### config.mk
export PLATFORM = sky130hd
export DESIGN_NAME = mem_stage_lsu_flat
export DESIGN_NICKNAME = d
export VERILOG_FILES = /design/src/rtl/mem_stage_lsu_if.sv /design/src/rtl/mem_stage_lsu.sv /design/src/flat_wrapper.sv
export SDC_FILE = /design/constraint.sdc
export NUM_CORES = 1
export LEC_CHECK = 0
export CAP_MARGIN = 15
export CORE_MARGIN = 10
export CORE_UTILIZATION = 30
export CTS_BUF_LIST = sky130_fd_sc_hd__clkbuf_2
export CTS_CLUSTER_DIAMETER = 100
export CTS_CLUSTER_SIZE = 28
export DETAILED_ROUTE_END_ITERATION = 10
export SLEW_MARGIN = 5
export SYNTH_ARGS = -nofsm -noshare
export SYNTH_HDL_FRONTEND = slang
export SYNTH_SLANG_ARGS = --single-unit
### constraint.sdc
create_clock -name clk_i -period 6.3 [get_ports clk_i]
set_clock_uncertainty 0.1 [all_clocks]
set_input_delay 1.26 -clock clk_i [delete_from_list [all_inputs] [get_ports clk_i]]
set_output_delay 1.26 -clock clk_i [all_outputs]
set_load 0.02 [all_outputs]
### src/rtl/mem_stage_lsu_if.sv
// Request/grant/response data bus between the memory-access stage (master) and memory (slave).
interface mem_stage_lsu_if;
  logic        req;
  logic        we;
  logic [63:0] addr;
  logic [63:0] wdata;
  logic [7:0]  wstrb;
  logic        gnt;
  logic        rvalid;
  logic [63:0] rdata;

  modport master (
    output req, we, addr, wdata, wstrb,
    input  gnt, rvalid, rdata
  );

  modport slave (
    input  req, we, addr, wdata, wstrb,
    output gnt, rvalid, rdata
  );
endinterface

### src/rtl/mem_stage_lsu.sv
// Memory-access stage: one-cycle pass-through or one bus transaction per instruction, registered
// writeback record. Defining LSU_MISALIGN_CHK_EN traps misaligned accesses instead of aligning them.
module mem_stage_lsu #(
  parameter int unsigned TIMEOUT_CYC = 255
) (
  input  logic                   clk_i,
  input  logic                   rst_ni,
  input  logic                   ex_valid_i,
  output logic                   ex_ready_o,
  input  logic [63:0]            ex_alu_output_i,
  input  logic [63:0]            ex_store_data_i,
  input  logic                   ex_mem_rd_i,
  input  logic                   ex_mem_wr_i,
  input  logic [1:0]             ex_mem_size_i,
  input  logic                   ex_mem_unsigned_i,
  input  logic [4:0]             ex_rd_addr_i,
  input  logic                   ex_rd_wen_i,
  mem_stage_lsu_if.master        mem,
  output logic                   wb_valid_o,
  output logic [4:0]             wb_rd_addr_o,
  output logic                   wb_rd_wen_o,
  output logic [63:0]            wb_data_o,
  output logic                   wb_exc_o,
  output logic [1:0]             wb_exc_code_o
);
  typedef enum logic [1:0] {StIdle, StReq, StWait} state_e;

  localparam logic [7:0] TimeoutLast = 8'(TIMEOUT_CYC - 1);
  localparam logic [1:0] ExcMisalign = 2'd1;
  localparam logic [1:0] ExcTimeout  = 2'd2;

  state_e      state_q, state_d;
  logic [7:0]  cnt_q, cnt_d;
  logic [63:0] addr_q, addr_d, wdata_q, wdata_d;
  logic [7:0]  wstrb_q, wstrb_d;
  logic        we_q, we_d, uns_q, uns_d, wen_q, wen_d;
  logic [2:0]  off_q, off_d;
  logic [1:0]  size_q, size_d;
  logic [4:0]  rd_q, rd_d;

  logic        wb_valid_q, wb_valid_d, wb_rd_wen_q, wb_rd_wen_d, wb_exc_q, wb_exc_d;
  logic [4:0]  wb_rd_addr_q, wb_rd_addr_d;
  logic [63:0] wb_data_q, wb_data_d;
  logic [1:0]  wb_code_q, wb_code_d;

  logic [2:0]  align_mask, off_use;
  logic [7:0]  size_mask;
  logic [63:0] ld_shift, ld_data;
  logic        timeout;
`ifdef LSU_MISALIGN_CHK_EN
  logic        misalign;
`endif

  // Access-size decode of the incoming instruction.
  always_comb begin
    align_mask = 3'b000;
    size_mask  = 8'h01;
    unique case (ex_mem_size_i)
      2'd0: begin align_mask = 3'b000; size_mask = 8'h01; end
      2'd1: begin align_mask = 3'b001; size_mask = 8'h03; end
      2'd2: begin align_mask = 3'b011; size_mask = 8'h0F; end
      2'd3: begin align_mask = 3'b111; size_mask = 8'hFF; end
    endcase
`ifdef LSU_MISALIGN_CHK_EN
    off_use  = ex_alu_output_i[2:0];
    misalign = |(ex_alu_output_i[2:0] & align_mask);
`else
    off_use  = ex_alu_output_i[2:0] & ~align_mask;
`endif
  end

  always_comb begin
    ld_shift = mem.rdata >> {off_q, 3'b000};
    ld_data  = ld_shift;
    unique case (size_q)
      2'd0: ld_data = {{56{ld_shift[7]  & ~uns_q}}, ld_shift[7:0]};
      2'd1: ld_data = {{48{ld_shift[15] & ~uns_q}}, ld_shift[15:0]};
      2'd2: ld_data = {{32{ld_shift[31] & ~uns_q}}, ld_shift[31:0]};
      2'd3: ld_data = ld_shift;
    endcase
  end

  assign timeout = (cnt_q == TimeoutLast);

  always_comb begin
    state_d      = state_q;
    cnt_d        = cnt_q;
    addr_d       = addr_q;
    wdata_d      = wdata_q;
    wstrb_d      = wstrb_q;
    we_d         = we_q;
    off_d        = off_q;
    size_d       = size_q;
    uns_d        = uns_q;
    wen_d        = wen_q;
    rd_d         = rd_q;
    wb_valid_d   = 1'b0;
    wb_rd_addr_d = 5'd0;
    wb_rd_wen_d  = 1'b0;
    wb_data_d    = 64'd0;
    wb_exc_d     = 1'b0;
    wb_code_d    = 2'd0;

    unique case (state_q)
      StIdle: begin
        cnt_d = 8'd0;
        if (ex_valid_i) begin
          if (!ex_mem_rd_i && !ex_mem_wr_i) begin
            wb_valid_d   = 1'b1;
            wb_rd_addr_d = ex_rd_addr_i;
            wb_rd_wen_d  = ex_rd_wen_i;
            wb_data_d    = ex_alu_output_i;
`ifdef LSU_MISALIGN_CHK_EN
          end else if (misalign) begin
            wb_valid_d   = 1'b1;
            wb_rd_addr_d = ex_rd_addr_i;
            wb_data_d    = ex_alu_output_i;
            wb_exc_d     = 1'b1;
            wb_code_d    = ExcMisalign;
`endif
          end else begin
            addr_d  = {ex_alu_output_i[63:3], 3'b000};
            we_d    = ex_mem_wr_i;
            wdata_d = ex_mem_wr_i ? (ex_store_data_i << {off_use, 3'b000}) : 64'd0;
            wstrb_d = ex_mem_wr_i ? (size_mask << off_use) : 8'd0;
            off_d   = off_use;
            size_d  = ex_mem_size_i;
            uns_d   = ex_mem_unsigned_i;
            rd_d    = ex_rd_addr_i;
            wen_d   = ex_rd_wen_i;
            state_d = StReq;
          end
        end
      end
      StReq, StWait: begin
        cnt_d = cnt_q + 8'd1;
        // A completing handshake wins over a timeout in the same cycle.
        if (state_q == StReq && mem.gnt) begin
          if (we_q) begin
            state_d      = StIdle;
            wb_valid_d   = 1'b1;
            wb_rd_addr_d = rd_q;
          end else begin
            state_d = StWait;
          end
        end else if (state_q == StWait && mem.rvalid) begin
          state_d      = StIdle;
          wb_valid_d   = 1'b1;
          wb_rd_addr_d = rd_q;
          wb_rd_wen_d  = wen_q;
          wb_data_d    = ld_data;
        end else if (timeout) begin
          state_d      = StIdle;
          wb_valid_d   = 1'b1;
          wb_rd_addr_d = rd_q;
          wb_exc_d     = 1'b1;
          wb_code_d    = ExcTimeout;
        end
      end
      default: state_d = StIdle;
    endcase
  end

  always_ff @(posedge clk_i or negedge rst_ni) begin
    if (!rst_ni) begin
      state_q      <= StIdle;
      cnt_q        <= 8'd0;
      addr_q       <= 64'd0;
      wdata_q      <= 64'd0;
      wstrb_q      <= 8'd0;
      we_q         <= 1'b0;
      off_q        <= 3'd0;
      size_q       <= 2'd0;
      uns_q        <= 1'b0;
      wen_q        <= 1'b0;
      rd_q         <= 5'd0;
      wb_valid_q   <= 1'b0;
      wb_rd_addr_q <= 5'd0;
      wb_rd_wen_q  <= 1'b0;
      wb_data_q    <= 64'd0;
      wb_exc_q     <= 1'b0;
      wb_code_q    <= 2'd0;
    end else begin
      state_q      <= state_d;
      cnt_q        <= cnt_d;
      addr_q       <= addr_d;
      wdata_q      <= wdata_d;
      wstrb_q      <= wstrb_d;
      we_q         <= we_d;
      off_q        <= off_d;
      size_q       <= size_d;
      uns_q        <= uns_d;
      wen_q        <= wen_d;
      rd_q         <= rd_d;
      wb_valid_q   <= wb_valid_d;
      wb_rd_addr_q <= wb_rd_addr_d;
      wb_rd_wen_q  <= wb_rd_wen_d;
      wb_data_q    <= wb_data_d;
      wb_exc_q     <= wb_exc_d;
      wb_code_q    <= wb_code_d;
    end
  end

  assign ex_ready_o    = (state_q == StIdle);
  assign mem.req       = (state_q == StReq);
  assign mem.we        = we_q;
  assign mem.addr      = addr_q;
  assign mem.wdata     = wdata_q;
  assign mem.wstrb     = wstrb_q;
  assign wb_valid_o    = wb_valid_q;
  assign wb_rd_addr_o  = wb_rd_addr_q;
  assign wb_rd_wen_o   = wb_rd_wen_q;
  assign wb_data_o     = wb_data_q;
  assign wb_exc_o      = wb_exc_q;
  assign wb_exc_code_o = wb_code_q;
endmodule

### src/flat_wrapper.sv
// flat-port wrapper written by rule: the top's interface ports become plain ports
module mem_stage_lsu_flat 
#(
  parameter int unsigned TIMEOUT_CYC = 255
)
  (clk_i, rst_ni, ex_valid_i, ex_ready_o, ex_alu_output_i, ex_store_data_i, ex_mem_rd_i, ex_mem_wr_i, ex_mem_size_i, ex_mem_unsigned_i, ex_rd_addr_i, ex_rd_wen_i, wb_valid_o, wb_rd_addr_o, wb_rd_wen_o, wb_data_o, wb_exc_o, wb_exc_code_o, mem_req, mem_we, mem_addr, mem_wdata, mem_wstrb, mem_gnt, mem_rvalid, mem_rdata);
  mem_stage_lsu_if mem_i ();
  input  logic clk_i;
  input  logic rst_ni;
  input  logic ex_valid_i;
  output logic ex_ready_o;
  input  logic [63:0] ex_alu_output_i;
  input  logic [63:0] ex_store_data_i;
  input  logic ex_mem_rd_i;
  input  logic ex_mem_wr_i;
  input  logic [1:0] ex_mem_size_i;
  input  logic ex_mem_unsigned_i;
  input  logic [4:0] ex_rd_addr_i;
  input  logic ex_rd_wen_i;
  output logic wb_valid_o;
  output logic [4:0] wb_rd_addr_o;
  output logic wb_rd_wen_o;
  output logic [63:0] wb_data_o;
  output logic wb_exc_o;
  output logic [1:0] wb_exc_code_o;
  output wire logic [$bits(mem_i.req)-1:0] mem_req;
  output wire logic [$bits(mem_i.we)-1:0] mem_we;
  output wire logic [$bits(mem_i.addr)-1:0] mem_addr;
  output wire logic [$bits(mem_i.wdata)-1:0] mem_wdata;
  output wire logic [$bits(mem_i.wstrb)-1:0] mem_wstrb;
  input wire logic [$bits(mem_i.gnt)-1:0] mem_gnt;
  input wire logic [$bits(mem_i.rvalid)-1:0] mem_rvalid;
  input wire logic [$bits(mem_i.rdata)-1:0] mem_rdata;
  assign mem_req = mem_i.req;
  assign mem_we = mem_i.we;
  assign mem_addr = mem_i.addr;
  assign mem_wdata = mem_i.wdata;
  assign mem_wstrb = mem_i.wstrb;
  assign mem_i.gnt = mem_gnt;
  assign mem_i.rvalid = mem_rvalid;
  assign mem_i.rdata = mem_rdata;
  mem_stage_lsu #(.TIMEOUT_CYC(TIMEOUT_CYC)) u_core (.clk_i(clk_i), .rst_ni(rst_ni), .ex_valid_i(ex_valid_i), .ex_ready_o(ex_ready_o), .ex_alu_output_i(ex_alu_output_i), .ex_store_data_i(ex_store_data_i), .ex_mem_rd_i(ex_mem_rd_i), .ex_mem_wr_i(ex_mem_wr_i), .ex_mem_size_i(ex_mem_size_i), .ex_mem_unsigned_i(ex_mem_unsigned_i), .ex_rd_addr_i(ex_rd_addr_i), .ex_rd_wen_i(ex_rd_wen_i), .mem(mem_i), .wb_valid_o(wb_valid_o), .wb_rd_addr_o(wb_rd_addr_o), .wb_rd_wen_o(wb_rd_wen_o), .wb_data_o(wb_data_o), .wb_exc_o(wb_exc_o), .wb_exc_code_o(wb_exc_code_o));
endmodule
==> results of run 1 <==
[cell usage after synthesis (7+ instances only)]
library cell	instances	area, sq um
sky130_fd_sc_hd__buf_2	20	100
sky130_fd_sc_hd__mux2i_1	151	1510
sky130_fd_sc_hd__a31oi_1	10	62.6
sky130_fd_sc_hd__a22o_1	43	377
sky130_fd_sc_hd__a31o_2	7	61.3
sky130_fd_sc_hd__mux4_2	7	158
sky130_fd_sc_hd__o21ai_1	20	100
sky130_fd_sc_hd__nand2_1	129	484
sky130_fd_sc_hd__clkbuf_1	53	199
sky130_fd_sc_hd__buf_4	12	90.1
sky130_fd_sc_hd__nor2_1	57	214
sky130_fd_sc_hd__nand2b_1	9	56.3
sky130_fd_sc_hd__dfrtp_1	228	5710
sky130_fd_sc_hd__o22ai_1	17	106
sky130_fd_sc_hd__o21ai_0	70	350
sky130_fd_sc_hd__nand3_1	11	55.1
sky130_fd_sc_hd__a21oi_1	67	335
sky130_fd_sc_hd__mux2_2	82	923
sky130_fd_sc_hd__nor2b_1	7	43.8
sky130_fd_sc_hd__a22oi_1	27	203
sky130_fd_sc_hd__o2bb2ai_1	13	114
sky130_fd_sc_hd__nor3_1	20	100
sky130_fd_sc_hd__buf_1	7	26.3
[where the power goes]
part | leakage [uW] | internal [uW] | switching [uW]
registers | 0.00294 | 1930 | 330
logic | 0.00391 | 1620 | 2010
clock network | 0.000130 | 186 | 552
[registers in the layout (all words and copies together) (netlist names), 2 cells and up]
signal,count
u_core.state_q,2
u_core.mem.wstrb,8
u_core.cnt_q,8
u_core.wb_rd_addr_o,5
u_core.rd_q,5
u_core.mem.wdata,64
u_core.mem.addr,61
u_core.off_q,3
u_core.size_q,2
u_core.wb_data_o,64
[per-layer routing]
| layer | global-route usage | vias to the layer above |
|---|---|---|
| met1 | 0.251 | 5368 |
| met5 | 0 | - |
| met2 | 0.354 | 520 |
| li1 | - | 4873 |
| met3 | 0.0676 | 83 |
| met4 | 0.0589 | 14 |
[worst max-delay path: stages, from the launching register on]
cell                              delay [ns]
sky130_fd_sc_hd__dfrtp_1                0.53
sky130_fd_sc_hd__inv_1                  0.10
sky130_fd_sc_hd__ha_1                   0.25
sky130_fd_sc_hd__clkdlybuf4s50_1        0.66
[final timing paths]
| path | slack [ns] | end | startpoint | cells past startpoint |
|---|---|---|---|---|
| max reg2reg | 3.08 | u_core.wb_data_o[33] | u_core.off_q[1] | 6 |
| min reg2reg | 0.39 | u_core.wb_rd_addr_o[2] | u_core.rd_q[2] | 2 |
| min in group clk_i | 0.39 | u_core.wb_rd_addr_o[2] | u_core.rd_q[2] | 2 |
| max | 2.43 | ex_ready_o | u_core.state_q[0] | 3 |
| min | 0.22 | u_core.mem.addr[52] | rst_ni | 1 |
| max in group asynchronous | 4.68 | u_core.rd_q[2] | rst_ni | 2 |
[stage by stage]
step / hold WS, ns / instances / utilization
global route: 0.165 / 2031 / 0.424
CTS: 0.191 / 2029 / 0.424
finish: 0.215 / 2031 / 0.424
detailed placement: 0.375 / 2006 / 0.418
floorplan: 0.354 / 1143 / -
global placement: 0.362 / 2006 / 0.418
[logic make-up (layout without fill, tap and decap cells)]
| logic type | after synthesis | in the layout | share of synthesized area |
|---|---|---|---|
| AOI/OAI and AO/OA | 304 | 304 | 0.165 |
| xor gates and xnor gates | 1 | 1 | 0.000732 |
| adders and majority gates | 6 | 6 | 0.00627 |
| buffers and inverters | 99 | 461 | 0.0382 |
| DFF | 228 | 228 | 0.477 |
| muxes | 240 | 240 | 0.217 |
| other | 1 | 5 | 0.000313 |
| and+or+nand+nor | 261 | 261 | 0.0965 |
[area by class of cell]
cell class                 count  area [sq um]
fill                        3838         22800
multi-input combinational    816          5840
tap                          525           657
clock buffer                  15          75.1
sequential                   228          5710
timing repair buffer         433          4330
inverter                       5          18.8
antenna                        1          2.50
clock inverter                 8           141
==> results by stage, run 1 <==
STA:
- In the finished design, the share of the clock period the worst path needs comes to 0.614.
- The number of hold violations in the final report is 0.
- The final-layout setup total negative slack is 0 ns.
- Setup repair after global routing left no endpoint under its margin.
- The worst path setup slack after routing is 2.43 ns.
- The transition at the pin with the smallest max-transition slack is 1.17 ns.
- The max-slew headroom at the worst pin is 0.219.
- The final number of setup-violating endpoints is 0.
- Derived from the worst setup path, the maximum achievable clock frequency is 0.258 GHz.
- The final count of pins violating max slew is 0.
- The minimum period implied by the final worst setup slack is 3.87 ns.

Drt:
- The via count is 10,900.
- The uppermost layer routed is met5.
- After detailed routing, the wire length on met1 is 20,900 microns.
- For this block, the initial DRC count from the detailed router was 766.
- The total wirelength of the detailed-routed design is 53,000 microns.
- In the detailed route, the total length drawn on met3 is 5180 microns.
- Summed over all nets, wire length on met2 after detailed routing comes to 25,300 microns.
- Using the TritonRoute via totals, the vias-per-cell ratio works out to 5.35.
- For this run, the detailed router's first-pass iteration total came to 5.
- The DRC violation count after routing is 0.
- The detailed-route wire length per cell is 26.1 microns.
- In this run the remaining antenna-violating nets after routing total 0.

Die:
- The overall die area is 48,300 sq um.
- The initial utilization of the core area, before any placement, comes to 0.303.
- The die is 220 microns tall.
- The I/O pin total is 421.
- The floorplan step set the die width to 220 microns.
- Row generation in the floorplan step produced 73 rows.
- The total area inside the core boundary comes to 39,500 sq um.

Setup path:
- In this run the worst path has a maximum fanout of 6.
- The critical path is of the flop to output port type.
- STA classifies the critical path endpoint as an output port.
- At the worst endpoint, the arrival time is 2.51 ns.
- The worst setup path is launched from a flop.
- STA puts the critical path data required time at 4.94 ns.

CTS:
- The total clock sinks is 228.
- The depth of the CTS H-tree is 1.
- Buffers added to address setup during post-CTS repair amount to 0.
- The number of gates resized after CTS is 0.
- Clock-pin slew was measured on the worst setup and hold paths at 0.51 ns.
- The CTS tree is built.
- The post-cts hold buffer count is 0.
- The clock buffer count from CTS is 14.
- The later-pin clock latency in the skew report is 0.97 ns.
- In this run the deepest clock path goes through 3 buffers.
- The cell chosen for the clock root is sky130_fd_sc_hd__clkbuf_2.

Placement:
- The number of port buffers is 416.
- The weighted congestion reported at the end of routability-driven placement is 0.974.
- The placement-stage worst setup slack is 2.31 ns.
- After detailed placement, the total cell area comes to 16,500 sq um.
- The half-perimeter wire length after placement is 41,200 microns.

Global routing:
- The global-route wire length before repair is 76,500 microns.
- The initial antenna violation count is 9.
- The maximum number of pins on one net before global-route repair is 124.
- In the global route stage, overall resource usage came out at 0.209.
- The number of global-route vias before repair is 11,200.
- The global-route congestion overflow total is 0.

Run:
- Max-cap violations in this run came to 0.

Cells and area:
- The synthesis-to-finish area growth is 40.2%.
- Of the cells placed in the final design, the portion with a size suffix greater than 1 is 0.102.
- The library cell used most frequently in the layout, excluding fill and tap cells, is sky130_fd_sc_hd__clkdlybuf4s50_1.
- Once layout is done, the placed cells without fillers occupy 16,800 sq um.
- The net count of the finished layout is 1,712.
- Leaving out fill and tap cells, the most frequent cells in the layout are sky130_fd_sc_hd__clkdlybuf4s50_1, sky130_fd_sc_hd__dfrtp_1, sky130_fd_sc_hd__mux2i_1.

Synthesis:
- In the synthesized netlist, the number of instances is 1,140.
- The sequential share of the synthesized area is 0.477.
- The mean post-synth cell area is 10.5 sq um.
- The number of synthesized register bits is 228.
- For this run, asynchronously set or reset flops after synthesis account for 1.00.
- The cell area after synthesis is 12,000 sq um.
- Yosys mapped a number of flops with a built-in enable equal to 0.
- The post-synthesis cell type count is 53.
- The total number of yosys warnings is 0.
- The dominant register cell in the synthesized netlist is sky130_fd_sc_hd__dfrtp_1.

Hold path:
- The class of the tightest hold or removal check is primary input to asynchronous set/reset pin.

Power and ir drop:
- The maximum vdd ir drop is 0.000207 V.
- The design draws 6640 uW.
- The power density over cell area is 396 nW/um^2.
- The leakage power summed over all cells is 0.00698 uW.

Run status:
- The run finished with clean final reports.
No activity file was read; power rests on OpenSTA's default activity.
==> run 2, diff against run 1 <==
==> constraint.sdc (replaced) <==
create_clock -name clk_i -period 3.75 [get_ports clk_i]
set_clock_uncertainty 0.1 [all_clocks]
set_input_delay 0.75 -clock clk_i [delete_from_list [all_inputs] [get_ports clk_i]]
set_output_delay 0.75 -clock clk_i [all_outputs]
set_load 0.02 [all_outputs]
==> results by stage, run 2 (synthesis results as in run 1) <==
Global routing:
- The global-route congestion overflow total came to 0 (unchanged).
- The initial antenna violation count came to 9 (unchanged).
- The global-route usage over all layers is 0.209 (about the same).
- The global-route wire length before repair is 75,900 microns (was 76,500 microns).
- The number of global-route vias before repair was 11,200 (about the same).
- The maximum number of pins on one net before global-route repair is 94 (was 124).

STA:
- In the finished design, the share of the clock period the worst path needs comes to 0.871.
- Setup repair after global routing missed its margin: no (unchanged).
- The number of hold violations in the final report came to 0 (unchanged).
- The final-layout setup total negative slack is 0 ns (unchanged).
- The minimum period implied by the final worst setup slack is 3.27 ns.
- The transition at the pin with the smallest max-transition slack is 0.833 ns (was 1.17 ns).
- The maximum clock frequency is 0.306 GHz.
- The final-layout worst hold slack is 0.169 ns (was 0.215 ns).
- The final number of setup-violating endpoints is 0 (unchanged).
- The final count of pins violating max slew is 0 (unchanged).
- The max-slew headroom at the worst pin was 0.445 (was 0.219).

Die:
- The overall die area was 48,300 sq um (unchanged).
- The I/O pin total came to 421 (unchanged).
- The floorplan die height is 220 microns (unchanged).
- The initial core utilization is 0.303 (unchanged).
- The area of the core is 39,500 sq um (unchanged).
- The width of the die is 220 microns (unchanged).
- The row count is 73 (unchanged).

CTS:
- The total clock sinks is 228 (unchanged).
- The cell chosen for the clock root is sky130_fd_sc_hd__clkbuf_2 (unchanged).
- The depth of the CTS H-tree was 1 (unchanged).
- The clock buffer count from CTS is 13 (was 14).
- The later-pin clock latency in the skew report is 0.94 ns (was 0.97 ns).
- The number of buffers added for setup after CTS is 0 (unchanged).
- The number of gates resized after CTS is 0 (unchanged).
- The maximum root-to-sink buffer count is 3 (unchanged).
- The CTS tree is built (unchanged).
- The clock slew seen by the registers of the worst setup and hold paths was 0.49 ns (was 0.51 ns).

Cells and area:
- The net count of the finished layout is 1,732 (was 1,712).
- The number of non-filler instances in the completed layout is 2,050 (was 2,031).
- The synthesis-to-finish area growth was 41.3% (was 40.2%).
- Commonest cells after routing, fill and taps aside: sky130_fd_sc_hd__clkdlybuf4s50_1, sky130_fd_sc_hd__dfrtp_1, sky130_fd_sc_hd__mux2i_1 (unchanged).
- The number of fill cells came to 3,817 (was 3,838).
- The fraction of final layout cells sized beyond drive strength 1 is 0.112 (was 0.102).
- The most common cell after layout, fill and taps aside is sky130_fd_sc_hd__clkdlybuf4s50_1 (unchanged).

Run:
- The number of max-cap violations came to 0 (unchanged).

Drt:
- The total wirelength of the detailed-routed design is 53,000 microns (about the same).
- The number of nets still failing antenna checks after routing is 0 (unchanged).
- The DRC violation count after routing is 0 (unchanged).
- The number of detailed-routing iterations run before antenna repair is 5 (unchanged).
- The uppermost layer routed is met5 (unchanged).
- The via count is 10,800 (was 10,900).
- The detailed-routing wirelength on met1 is 20,500 microns (was 20,900 microns).
- The number of design-rule violations left by the first detailed-router iteration is 700 (was 766).
- The wire length on met3 is 5000 microns (was 5180 microns).
- The post-detailed-route via-to-cell ratio is 5.29 (was 5.35).
- The detailed-route wire length per cell is 25.9 microns (was 26.1 microns).
- The met2 layer wire length in the routed design was 25,900 microns (was 25,300 microns).

Setup path:
- The peak per-stage delay on the critical path came to 0.66 ns (about the same).
- The element type at the critical path end is an output port (unchanged).
- The maximum fanout encountered on the critical timing path came to 6 (unchanged).
- Cell-by-cell trace of the critical path: inv_1 -> ha_1 -> clkdlybuf4s50_1 (unchanged).
- The worst endpoint required time is 2.90 ns (was 4.94 ns).
- The kind of critical path was flop to output port (unchanged).
- The startpoint type of the worst setup path is a flop (unchanged).
- The cell with the largest stage delay on the worst path is sky130_fd_sc_hd__clkdlybuf4s50_1 (unchanged).
- The worst endpoint data arrival time is 2.42 ns (was 2.51 ns).

Power and ir drop:
- The leakage power summed over all cells is 0.00705 uW (was 0.00698 uW).
- The power density over cell area is 647 nW/um^2 (was 396 nW/um^2).
- The maximum vdd ir drop was 0.000404 V (was 0.000207 V).

Placement:
- The cell count after placement is 2,027 (was 2,006).
- The weighted congestion reported at the end of routability-driven placement is 0.922 (was 0.974).
- The number of port buffers is 416 (unchanged).
- The half-perimeter wire length after placement is 42,100 microns (was 41,200 microns).

Hold path:
- The class of the tightest hold or removal check is primary input to asynchronous set/reset pin (unchanged).

Run status:
- Outcome: completed (unchanged).
==> run 2: stage by stage <==
| step | setup WS (ns) | total power (uW) | cell area (sq um) | utilization |
|---|---|---|---|---|
| 4_1_cts | 0.324 | 11100 | 16900 | 0.427 |
| 6_report | 0.484 | 10900 | 16900 | 0.428 |
| 2_1_floorplan | 1.41 | 7070 | 12000 | - |
| 5_1_grt | 0.269 | 11600 | 16900 | 0.427 |
| 3_3_place_gp | 0.376 | 9970 | 16800 | 0.424 |
| 3_5_place_dp | 0.287 | 10000 | 16800 | 0.424 |
==> run 2: cell type report <==
cell class / count / area (sq um) / share of cell area
clock buffers: 14 / 70.1 / 0.00414
flip-flops and latches: 228 / 5710 / 0.338
repair buffers: 454 / 4540 / 0.269
multi-input cells: 816 / 5840 / 0.345
clock inverters: 6 / 66.3 / 0.00392
diodes: 2 / 5.00 / 0.000296
inverters: 5 / 18.8 / 0.00111
well taps: 525 / 657 / 0.0389
==> run 2: repair_timing <==
| item | CTS | global route |
|---|---|---|
| hold buffers | 1 | 0 |
| setup endpoints to repair | 0 | 0 |
| hold endpoints to repair | 63 | 0 |
==> run 2: per-layer routing <==
metal  track usage  up-vias
met3        0.0701       73
met1         0.241     5353
li1              -     4906
met4        0.0573       14
met5             0        -
met2         0.364      501
==> run 2: report_power, final <==
| part | switching, uW | internal [uW] |
|---|---|---|
| logic | 3350 | 2780 |
| registers | 569 | 3250 |
| clock network | 857 | 146 |
==> run 2: path summary, 6_finish.rpt <==
kind	slack, ns	startpoint	to	cells after the start
hold / removal	0.17	rst_ni	u_core.wb_data_o[59]	2
min in group clk_i	0.18	ex_alu_output_i[8]	u_core.wb_data_o[8]	3
max in group asynchronous	2.47	rst_ni	u_core.mem.wdata[38]	3
hold reg to reg	0.40	u_core.rd_q[4]	u_core.wb_rd_addr_o[4]	2
setup reg to reg	1.01	u_core.off_q[1]	u_core.wb_data_o[45]	7
setup / recovery	0.48	u_core.state_q[0]	ex_ready_o	3
==> run 2: worst max-delay path: cells and delay by family, from the launching register on <==
| kind | cells | cell delay, ns |
|---|---|---|
| adder cells (fa/ha/maj) | 1 | 0.26 |
| buffers and inverters | 2 | 0.76 |
| flip-flops | 1 | 0.53 |
